==> src/rtl/seq_pkg.sv <==
// Shared types and defaults for the stage sequencer: FSM state encoding,
// parameter defaults and a constant-evaluable ceil(log2) helper.
package seq_pkg;

  typedef enum logic [1:0] {
    IDLE  = 2'd0,
    START = 2'd1,
    WAIT  = 2'd2
  } state_e;

  localparam int DEF_NUM_STAGES = 8;
  localparam int DEF_ADDR_W     = 16;
  localparam int DEF_DATA_W     = 16;
  localparam int DEF_TIMEOUT    = 1024;

  function automatic int clog2(input int value);
    int result;
    result = 0;
    for (int i = 0; i < 31; i++) begin
      if ((1 << i) < value) result = i + 1;
    end
    return result;
  endfunction

endpackage

==> src/rtl/seq_next_stage.sv <==
// Finds the lowest set mask bit strictly above from_i, or the lowest set bit
// overall when from_zero_i is high.
module seq_next_stage
  import seq_pkg::*;
#(
  parameter  int NUM_STAGES = DEF_NUM_STAGES,
  localparam int IDX_W      = clog2(NUM_STAGES)
) (
  input  logic [NUM_STAGES-1:0] mask_i,
  input  logic [IDX_W-1:0]      from_i,
  input  logic                  from_zero_i,
  output logic                  found_o,
  output logic [IDX_W-1:0]      idx_o
);

  // Scanning downwards lets the last hit be the lowest qualifying index.
  always_comb begin
    found_o = 1'b0;
    idx_o   = '0;
    for (int k = NUM_STAGES - 1; k >= 0; k--) begin
      if (mask_i[k] && (from_zero_i || (k > int'(from_i)))) begin
        found_o = 1'b1;
        idx_o   = IDX_W'(k);
      end
    end
  end

endmodule

==> src/rtl/stage_sequencer.sv <==
// Run controller for the routing-decision pipeline: starts masked stages in
// ascending order and hands the single memory port to the stage being waited on.
module stage_sequencer
  import seq_pkg::*;
#(
  parameter  int NUM_STAGES = DEF_NUM_STAGES,
  parameter  int ADDR_W     = DEF_ADDR_W,
  parameter  int DATA_W     = DEF_DATA_W,
  parameter  int TIMEOUT    = DEF_TIMEOUT,
  localparam int IDX_W      = clog2(NUM_STAGES)
) (
  input  logic                         clock,
  input  logic                         nrst,
  input  logic                         en,
  input  logic                         go,
  input  logic [NUM_STAGES-1:0]        stage_mask,
  output logic [NUM_STAGES-1:0]        stg_start,
  input  logic [NUM_STAGES-1:0]        stg_done,
  input  logic [NUM_STAGES-1:0]        stg_abort,
  input  logic [NUM_STAGES*ADDR_W-1:0] stg_addr,
  input  logic [NUM_STAGES-1:0]        stg_wr_en,
  input  logic [NUM_STAGES*DATA_W-1:0] stg_wdata,
  output logic [ADDR_W-1:0]            mem_addr,
  output logic                         mem_wr_en,
  output logic [DATA_W-1:0]            mem_wdata,
  output logic                         busy,
  output logic [IDX_W-1:0]             active_stage,
  output logic                         run_done,
  output logic                         run_aborted,
  output logic                         run_error,
  output logic [IDX_W-1:0]             err_stage
);

  localparam int CNT_W = (TIMEOUT > 1) ? clog2(TIMEOUT) : 1;
  localparam logic [CNT_W-1:0] CNT_LAST = CNT_W'(TIMEOUT - 1);

  state_e                  state_q, state_d;
  logic [IDX_W-1:0]        active_q, active_d;
  logic [IDX_W-1:0]        err_q, err_d;
  logic [CNT_W-1:0]        cnt_q, cnt_d;
  logic [NUM_STAGES-1:0]   mask_q, mask_d;
  logic                    done_q, done_d;
  logic                    abort_q, abort_d;
  logic                    error_q, error_d;

  logic                    nxt_found;
  logic [IDX_W-1:0]        nxt_idx;
  logic                    done_sel;
  logic                    abort_sel;

  // In IDLE the search runs over the live mask from bit 0; otherwise it looks
  // above the current owner in the mask latched at run start.
  seq_next_stage #(
    .NUM_STAGES (NUM_STAGES)
  ) u_next (
    .mask_i      ((state_q == IDLE) ? stage_mask : mask_q),
    .from_i      (active_q),
    .from_zero_i (state_q == IDLE),
    .found_o     (nxt_found),
    .idx_o       (nxt_idx)
  );

  assign done_sel  = stg_done[active_q];
  assign abort_sel = stg_abort[active_q];

  always_ff @(posedge clock or negedge nrst) begin
    if (!nrst) begin
      state_q  <= IDLE;
      active_q <= '0;
      err_q    <= '0;
      cnt_q    <= '0;
      mask_q   <= '0;
      done_q   <= 1'b0;
      abort_q  <= 1'b0;
      error_q  <= 1'b0;
    end else begin
      state_q  <= state_d;
      active_q <= active_d;
      err_q    <= err_d;
      cnt_q    <= cnt_d;
      mask_q   <= mask_d;
      done_q   <= done_d;
      abort_q  <= abort_d;
      error_q  <= error_d;
    end
  end

  // With en low every register, pending pulses included, simply holds.
  always_comb begin
    state_d  = state_q;
    active_d = active_q;
    err_d    = err_q;
    cnt_d    = cnt_q;
    mask_d   = mask_q;
    done_d   = en ? 1'b0 : done_q;
    abort_d  = en ? 1'b0 : abort_q;
    error_d  = en ? 1'b0 : error_q;
    if (en) begin
      unique case (state_q)
        IDLE: begin
          if (go) begin
            mask_d = stage_mask;
            if (nxt_found) begin
              active_d = nxt_idx;
              state_d  = START;
            end else begin
              done_d = 1'b1;
            end
          end
        end
        START: begin
          cnt_d   = '0;
          state_d = WAIT;
        end
        WAIT: begin
          if (done_sel) begin
            if (abort_sel) begin
              abort_d = 1'b1;
              state_d = IDLE;
            end else if (nxt_found) begin
              active_d = nxt_idx;
              state_d  = START;
            end else begin
              done_d  = 1'b1;
              state_d = IDLE;
            end
          end else if ((TIMEOUT != 0) && (cnt_q == CNT_LAST)) begin
            error_d = 1'b1;
            err_d   = active_q;
            state_d = IDLE;
          end else begin
            cnt_d = cnt_q + 1'b1;
          end
        end
        default: state_d = IDLE;
      endcase
    end
  end

  assign stg_start    = (en && (state_q == START)) ? (NUM_STAGES'(1) << active_q) : '0;
  assign busy         = (state_q != IDLE);
  assign active_stage = active_q;
  assign err_stage    = err_q;
  assign run_done     = done_q & en;
  assign run_aborted  = abort_q & en;
  assign run_error    = error_q & en;

  assign mem_addr  = stg_addr[int'(active_q) * ADDR_W +: ADDR_W];
  assign mem_wdata = stg_wdata[int'(active_q) * DATA_W +: DATA_W];
  assign mem_wr_en = en && (state_q == WAIT) && stg_wr_en[active_q];

endmodule

==> config.mk <==
export PLATFORM = sky130hd
export DESIGN_NAME = stage_sequencer
export DESIGN_NICKNAME = d
export VERILOG_FILES = /design/src/rtl/seq_pkg.sv /design/src/rtl/seq_next_stage.sv /design/src/rtl/stage_sequencer.sv
export SDC_FILE = /design/constraint.sdc
export NUM_CORES = 1
export LEC_CHECK = 0
export CORE_AREA = 2 2 133 135
export CTS_BUF_LIST = sky130_fd_sc_hd__clkbuf_4 sky130_fd_sc_hd__clkbuf_8 sky130_fd_sc_hd__clkbuf_16
export CTS_CLUSTER_DIAMETER = 150
export DETAILED_ROUTE_END_ITERATION = 12
export DIE_AREA = 0 0 135 137
export DONT_BUFFER_PORTS = 1
export GPL_ROUTABILITY_DRIVEN = 0
export HOLD_SLACK_MARGIN = 0.12
export PLACE_DENSITY = 0.39
export SLEW_MARGIN = 20
export SYNTH_ARGS = -nofsm -noshare
export SYNTH_HDL_FRONTEND = slang
export SYNTH_SLANG_ARGS = --single-unit
==> constraint.sdc <==
create_clock -name clock -period 2.35 [get_ports clock]
set_input_delay 0.47 -clock clock [delete_from_list [all_inputs] [get_ports clock]]
set_output_delay 0.47 -clock clock [all_outputs]
set_load 0.02 [all_outputs]
# ---- Yosys cells after proc, flatten, opt, wreduce, memory -nomap -nowiden
# Cells that the tools add are included.
# W data, S select, Z words.
dict set report word_totals {
  register_bits 29
  inputBits 292
  out_inout_bits 51
  elab_cells 117
}
dict set report op_classes {
  addsub 1
  magnitude_cmp 8
  n_eq_ne 10
  shifts 3
  n_mux 56
  bitwise_logic 4
  reduce_logical 27
}
# operator count
set op_table {}
lappend op_table {{$shiftx A128 B8 Y16} 2}
lappend op_table {{$mux W3} 12}
lappend op_table {{$mux W1} 29}
lappend op_table {{$mux W10} 2}
lappend op_table {{$pmux W10 S2} 1}
lappend op_table {{$mux W8} 2}
lappend op_table {{$gt A3 B3 Y1 const A} 4}
lappend op_table {{$ne A2 B2 Y1 const B} 6}
lappend op_table {{$reduce_and A4 Y1} 3}
lappend op_table {{$logic_and A1 B1 Y1} 11}
lappend op_table {{$add A10 B1 Y10 const B} 1}
lappend op_table {{$eq A10 B10 Y1 const B} 1}
lappend op_table {{$bmux W1 S3} 3}
lappend op_table {{$mux W2} 4}
lappend op_table {{$shl A1 B3 Y8 const A} 1}
lappend op_table {{$logic_or A1 B1 Y1} 7}
lappend op_table {{$gt A2 B3 Y1 const A} 2}
lappend op_table {{$pmux W2 S3} 1}
lappend op_table {{$pmux W3 S2} 1}
lappend op_table {{$reduce_bool A2 Y1} 3}
lappend op_table {{$reduce_and A5 Y1} 1}
lappend op_table {{$lt A3 B4 Y1 const B} 1}
lappend op_table {{$and A1 B1 Y1} 3}
lappend op_table {{$gt A1 B3 Y1 const A} 1}
lappend op_table {{other kinds (7)} 7}

# ---- Longest topological paths before layout
# Gate-level depths: netlist of run 1.
dict set report logic_depth {
  depth_word 16
  mapped_depth 8
  mapped_depth_nobuf 7
}

# ---- Cells and area by module
# Synthesis of run 1 repeated with hierarchy kept, for this count alone.
dict set report unflattened {
  cells_unflattened 335
  hier_area_um2 4083.9
}
# mod n_inst cells_each area_each_um2 seq_area_each_um2
set by_module_without_submodules {}
lappend by_module_without_submodules {stage_sequencer 1 297 3802.4 725.7}
lappend by_module_without_submodules {seq_next_stage 1 38 281.5 0.0}

# ---- Worst setup path before layout of run 1
# OpenSTA, ideal clock, no wires.
dict set report synth_path {
  path_kind {reg-to-output}
  from {reg active_q[0], in the netlist active_stage[0]}
  to {out mem_wr_en}
  arrival_ns 1.995
  required_time_ns 1.880
  setup_slack_ns -0.115
  path_stages_with_launch 7
  n_path_buf 3
  cell_sequence {dfrtp_1 -> buf_2 -> clkbuf_1 -> buf_2 -> mux4_2 -> nand2_1 -> a21oi_1}
}
dict set report synth_between {
  elab_chain_len 3
}
# element line
set synth_rtl {}
lappend synth_rtl {{from (decl)} stage_sequencer.sv:38} ;# logic [IDX_W-1:0] active_q, active_d;
lappend synth_rtl {{from (signal assigned)} stage_sequencer.sv:78} ;# active_q <= active_d;
lappend synth_rtl {{$bmux W1 S3} stage_sequencer.sv:150} ;# assign mem_wr_en = en && (state_q == WAIT) && stg_wr_en[active_q];
lappend synth_rtl {{$mux W1 (implied by the code)} stage_sequencer.sv:150}
lappend synth_rtl {{$logic_and A1 B1 Y1} stage_sequencer.sv:150}
lappend synth_rtl {{to (decl)} stage_sequencer.sv:24} ;# output logic mem_wr_en,
# Every way passes these cells. The select of a mux whose other input is x is not followed.

# ---- Worst setup path in the final report of run 1
# Ends and elaborated chain as after synthesis.

==> results of run 1 <==
-- area by class of cell --
type,count,area share
antenna,10,0.00533
clock buffer,4,0.0189
inverter,10,0.00800
multi-input combinational,301,0.642
sequential,28,0.151
tap,225,0.0600
timing repair buffer,48,0.114
-- routing by layer --
metal / share of wire / wire length, µm / up-vias
met5: 0.0058 / 101 / -
met4: 0.013 / 223 / 16
met3: 0.12 / 2070 / 28
met2: 0.49 / 8550 / 196
met1: 0.37 / 6440 / 1763
li1: - / - / 1463
-- layout by cell type, fill, tap and decap left out, drive strengths merged, types with 2 or more instances in the layout --
cell	n
nand2b	3
mux2i	7
mux4	68
nor4	3
nand4	2
and3	3
buf	43
nand2	109
or4	2
nor2	17
and2	3
o21ai	7
nand3	11
diode	10
dfrtp	28
inv	10
clkbuf	7
mux2	12
xnor2	5
a31oi	4
o211ai	3
nor3	11
or3	3
o31ai	3
nor3b	6
a21oi	7
-- final timing paths --
kind                            startpoint               to  slack [ns]  cells after the start
setup / recovery           active_stage[0]        mem_wr_en       -0.02                      7
hold / removal                          en             flop        0.29                      1
setup reg to reg           active_stage[0]         cnt_q[9]           0                      8
hold reg to reg                       flop             flop        0.49                      1
max in group asynchronous             nrst  active_stage[1]        1.54                      2
min in group asynchronous             nrst        mask_q[2]        0.64                      2
-- power breakdown --
| group | internal, mW | switching [mW] |
|---|---|---|
| Sequential | 0.618 | 0.124 |
| Clock | 0.261 | 0.175 |
| Combinational | 2.36 | 2.89 |
| Total | 3.23 | 3.18 |
-- per-stage QoR --
| step | power [mW] | utilization | setup TNS (ns) | hold WS, ns | setup slack (ns) |
|---|---|---|---|---|---|
| global route | 6.86 | 0.275 | -0.739 | 0.294 | -0.0872 |
| finish | 6.42 | 0.275 | -0.0198 | 0.293 | -0.0198 |
| floorplan | 4.30 | - | -0.0535 | 0.174 | -0.0535 |
| detailed placement | 5.20 | 0.243 | 0 | 0.175 | 0.107 |
| global placement | 5.15 | 0.243 | 0 | 0.175 | 0.135 |
| CTS | 6.00 | 0.259 | -0.183 | 0.291 | -0.0308 |
-- critical path: stages (launching register included) --
cell and delay [ns]:
dfrtp_4 0.50, buf_6 0.13, buf_4 0.14, buf_16 0.14
mux4_2 0.41, nand2_1 0.09, a21oi_2 0.06, buf_4 0.16
-- cells in the mapped netlist (2+ instances only) --
master / n / share of area
a31oi_1: 4 / 0.0067
mux2_1: 3 / 0.0091
nand3_1: 11 / 0.015
nor3_1: 9 / 0.012
or3_1: 3 / 0.0051
inv_2: 3 / 0.0030
o21ai_1: 4 / 0.0054
and2_1: 3 / 0.0051
mux2_2: 8 / 0.024
clkbuf_1: 15 / 0.015
nor4_2: 2 / 0.0067
o211ai_1: 3 / 0.0061
buf_2: 10 / 0.013
a21oi_1: 7 / 0.0094
xnor2_1: 5 / 0.012
and3_1: 3 / 0.0051
buf_1: 6 / 0.0061
mux2i_1: 6 / 0.016
inv_1: 7 / 0.0071
nand2b_1: 3 / 0.0051
o21ai_0: 3 / 0.0040
or4_1: 2 / 0.0040
o31ai_1: 3 / 0.0061
nor3b_1: 6 / 0.012
nor3_2: 2 / 0.0054
mux4_2: 68 / 0.41
dfrtp_1: 28 / 0.19
nor2_1: 17 / 0.017
nand2_1: 109 / 0.11
-- cells by family after synthesis --
kind of cell,after synthesis,share of synthesized area
AO/OA/AOI/OAI,33,0.0600
flip-flops,28,0.189
XOR/XNOR,5,0.0118
multiplexers,87,0.472
buffers and inverters,42,0.0478
adder cells (fa/ha/maj),1,0.00337
AND/OR/NAND/NOR,175,0.216
-- what timing repair did --
action                                 4_1_cts  5_1_grt
resized for setup                           17       41
pin swaps                                    2        7
gates cloned                                 2        3
endpoints found under the hold margin       28        0
buffers inserted                             3        8
setup endpoints to repair                   22       43
hold buffers                                 2        0
==> flow_metrics.env, run 1 <==
export IMPL_worst_pin_slew_ns=0.436
export IMPL_max_freq_mhz=422
export IMPL_initial_core_util=0.218
export IMPL_synth_area_mm2=0.00371
export IMPL_drtIter0Drc=141
export IMPL_synth_ff_type="dfrtp_1"
export IMPL_grt_first_pass_wirelength_um=22000
export IMPL_grt_busiest_layer="met2"
export IMPL_num_rows=48
export IMPL_numPortBuffers=0
export IMPL_worst_hold_path_type="in2reg"
export IMPL_async_flop_share=1.00
export IMPL_startpoint_type="flop"
export IMPL_met1_usage=0.197
export IMPL_failed_checks="setup timing"
export IMPL_die_area_mm2=0.0185
export IMPL_place_hpwl_um=14000
export IMPL_drive_gt1_frac=0.476
export IMPL_fin_area_mm2=0.00469
export IMPL_vias_per_cell=5.54
export IMPL_cts_buffers=3
export IMPL_cts_root_buf="clkbuf_16"
export IMPL_register_area_um2=709
export IMPL_clk_path_buf_depth=2
export IMPL_ys_types=47
export IMPL_synthesis_nets=664
export IMPL_pwr_density_cell_mw_per_mm2=1370
export IMPL_synth_edff_count=0
export IMPL_arrival_ns=1.90
export IMPL_p_leak_nw=1.81
export IMPL_wirelength_um=17400
export IMPL_fin_crit_sh=1.01
export IMPL_yosysSeqAreaShare=0.189
export IMPL_clk_latency_ns=0.26
export IMPL_fill_cells=1849
export IMPL_finClkSkew_ns=0.00306
export IMPL_postSynthAreaPerCell_um2=10.0
export IMPL_slew_headroom=0.708
export IMPL_grt_antenna_before_repair=16
export IMPL_clock_sinks=28
export IMPL_gr_usage_met3=0.0785
export IMPL_multi_input_area_mm2=0.00301
export IMPL_avgRoutedWirePerCell_um=27.8
export IMPL_die_w_um=135
export IMPL_critPathRequiredTime_ns=1.88
export IMPL_final_cells=626
export IMPL_fin_ws_ns=-0.0198
export IMPL_crit_fanout=6
export IMPL_grt_max_degree=40
export IMPL_drv_slew=0
export IMPL_ant_nets=0
export IMPL_area_growth_pct=26.4
export IMPL_drc=0
export IMPL_fin_crit_ns=2.37
export IMPL_core_area_mm2=0.0171
export IMPL_vias=3466
export IMPL_dieHeight_um=137
export IMPL_fin_nets=685
export IMPL_finalHoldViolCount=0
export IMPL_yosys_warnings=0
export IMPL_status="finished, violations left"
export IMPL_cts_tree="built"
export IMPL_cp_end_kind="output port"
export IMPL_ys_ff_latch=28
export IMPL_vdd_drop_max_mv=0.554
export IMPL_grt_total_usage=0.163
export IMPL_place_inst=595
export IMPL_ios=343
export IMPL_synthCells=371
export IMPL_met2_usage=0.264
export IMPL_overflow=0
export IMPL_finalSetupViolCount=1
export IMPL_rsz0062_at_grt="true"
export IMPL_grt_pass1_vias=3269
export IMPL_place_area_mm2=0.00414
export IMPL_cap_violations=0
export IMPL_crit_type="reg2out"
export IMPL_clk_pin_slew_ns=0.07
export IMPL_htree_levels=1
export IMPL_drtPass1Iterations=4
No activity file was read; power rests on OpenSTA's default activity.
==> run 2: changes to the inputs <==
--- a/config.mk
+++ b/config.mk
@@ -6,7 +6,7 @@
 export NUM_CORES = 1
 export LEC_CHECK = 0
 export CORE_AREA = 2 2 133 135
-export CTS_BUF_LIST = sky130_fd_sc_hd__clkbuf_4 sky130_fd_sc_hd__clkbuf_8 sky130_fd_sc_hd__clkbuf_16
+export CTS_BUF_LIST = sky130_fd_sc_hd__clkbuf_4 sky130_fd_sc_hd__clkbuf_8
 export CTS_CLUSTER_DIAMETER = 150
 export DETAILED_ROUTE_END_ITERATION = 12
 export DIE_AREA = 0 0 135 137
==> run 2 against run 1 <==
  * The run still ends with setup timing left
  * Final area is 3.5% lower
  * Wire length down 3.2%
  * Fmax down 1.2%
  * Power fell by 6.1%
  * Largest cell class unchanged
  * Final cell count is 1.4% lower
  * Count of clock-buffer cells in the layout stayed put
  * Sequential power is 3.5% higher
  * Worst setup slack worse by 0.029 ns
  * Combinational power decreased by 5.7%
  * Non-clock buffer count decreased by 8
==> flow_metrics.env, run 2 (synthesis gave the netlist of run 1 again) <==
export IMPL_status="finished, violations left"
export IMPL_failed_checks="setup timing"
export IMPL_clk_path_buf_depth=2
export IMPL_die_area_mm2=0.0185
export IMPL_vias=3399
export IMPL_highest_signal_layer="met5"
export IMPL_area_growth_pct=22.0
export IMPL_drtPass1Iterations=4
export IMPL_cap_violations=0
export IMPL_cts_tree="built"
export IMPL_cts_root_buf="clkbuf_8"
export IMPL_fin_area_mm2=0.00453
export IMPL_register_area_um2=709
export IMPL_multi_input_area_mm2=0.00299
export IMPL_fin_nets=677
export IMPL_numPortBuffers=0
export IMPL_crit_type="reg2reg"
export IMPL_vdd_drop_max_mv=0.487
export IMPL_arrival_ns=2.56
export IMPL_critPathRequiredTime_ns=2.52
export IMPL_max_freq_mhz=417
export IMPL_grt_pass1_vias=3298
export IMPL_worst_hold_path_type="in2reg"
export IMPL_p_leak_nw=1.73
export IMPL_drive_gt1_frac=0.462
export IMPL_startpoint_type="flop"
export IMPL_wl_met2_um=8290
export IMPL_clk_latency_ns=0.28
export IMPL_vias_per_cell=5.51
export IMPL_cp_end_kind="flop"
export IMPL_p_total_mw=6.02
export IMPL_finalSetupViolCount=2
export IMPL_fin_crit_sh=1.02
export IMPL_drv_slew=0
export IMPL_ant_nets=0
export IMPL_drtIter0Drc=131
export IMPL_crit_fanout=8
export IMPL_htree_levels=1
export IMPL_fin_ws_ns=-0.0484
export IMPL_slew_headroom=0.708
export IMPL_wl_met3_um=1960
export IMPL_finClkSkew_ns=0.00322
export IMPL_drc=0
export IMPL_num_rows=48
export IMPL_cts_buffers=3
export IMPL_clk_pin_slew_ns=0.10
export IMPL_grt_total_usage=0.163
export IMPL_wl_met1_um=6280
export IMPL_grt_antenna_before_repair=17
export IMPL_ios=343
export IMPL_initial_core_util=0.218
export IMPL_core_area_mm2=0.0171
export IMPL_avgRoutedWirePerCell_um=27.3
export IMPL_clock_sinks=28
export IMPL_die_w_um=135
export IMPL_final_common_cell="nand2_1"
export IMPL_grt_max_degree=40
export IMPL_finalHoldViolCount=0
export IMPL_place_area_mm2=0.00414
export IMPL_wirelength_um=16800
export IMPL_pwr_density_cell_mw_per_mm2=1330
export IMPL_fin_crit_ns=2.40
export IMPL_overflow=0
export IMPL_place_hpwl_um=14000
export IMPL_fill_cells=1861
export IMPL_dieHeight_um=137
export IMPL_mostFrequentLayoutCells="nand2_1 (73), mux4_2 (68), nand2_2 (35)"
export IMPL_rsz0062_at_grt="true"
export IMPL_grt_first_pass_wirelength_um=22100
export IMPL_worst_pin_slew_ns=0.436
==> run 2: cell count changes in the layout (fill, tap and decap cells not counted), moves of 2 or more <==
cell / previous run / this run
clkbuf_16: 6 / 1
clkbuf_8: 1 / 4
nand2_4: 3 / 1
buf_4: 35 / 29
buf_12: 2 / 4
nand2_2: 33 / 35
==> run 2: layout make-up <==
class                   count  share of cell area
multi-input cells         301               0.659
flip-flops and latches     28               0.157
repair buffers             40              0.0967
well taps                 225              0.0621
clock buffers               4              0.0122
inverters                  10             0.00828
diodes                      9             0.00497
==> run 2: what timing repair did <==
action | CTS | global route
gates cloned | 2 | 1
endpoints found under the setup margin | 24 | 46
buffers inserted | 3 | 2
pin swaps | 2 | 8
gates resized for setup | 21 | 31
hold endpoints to repair | 28 | 0
hold buffers | 2 | 0
==> run 2: worst paths after layout <==
| check | cells past startpoint | start | slack [ns] | to |
|---|---|---|---|---|
| max in group asynchronous | 2 | nrst | 1.56 | active_stage[1] |
| min in group asynchronous | 2 | nrst | 0.61 | mask_q[6] |
| setup reg to reg | 7 | active_stage[0] | -0.05 | cnt_q[3] |
| hold reg to reg | 1 | flop | 0.50 | flop |
| hold / removal | 1 | en | 0.27 | flop |
| setup / recovery | 7 | active_stage[0] | -0.05 | cnt_q[3] |
==> run 2: worst max-delay path, stage by stage (launching register included) <==
cell and delay [ns]:
dfrtp_4 0.54, buf_4 0.16, mux4_2 0.52, mux2i_4 0.28
nand4_4 0.26, buf_6 0.21, o211ai_1 0.20, o31ai_1 0.11
==> run 2: power by group <==
group | switching (mW) | total (mW) | leakage (nW) | internal [mW]
Combinational | 2.76 | 4.94 | 1.34 | 2.18
Sequential | 0.150 | 0.768 | 0.364 | 0.617
Clock | 0.165 | 0.316 | 0.0288 | 0.150
Total | 3.07 | 6.02 | 1.73 | 2.95
==> run 2: through the flow <==
| step | TNS (ns) | worst slack (ns) | hold slack (ns) | cells | utilization |
|---|---|---|---|---|---|
| floorplan | -0.0535 | -0.0535 | 0.174 | 371 | - |
| global placement | 0 | 0.135 | 0.175 | 595 | 0.243 |
| detailed placement | 0 | 0.107 | 0.175 | 595 | 0.243 |
| CTS | -0.424 | -0.0497 | 0.266 | 606 | 0.257 |
| global route | -0.569 | -0.130 | 0.263 | 614 | 0.265 |
| finish | -0.0868 | -0.0484 | 0.272 | 617 | 0.266 |
==> run 2: per-layer routing <==
layer | global-route usage | vias to the layer above
li1 | - | 1441
met1 | 0.195 | 1721
met2 | 0.264 | 191
met3 | 0.0819 | 28
met4 | 0.0359 | 18
met5 | 0 | -
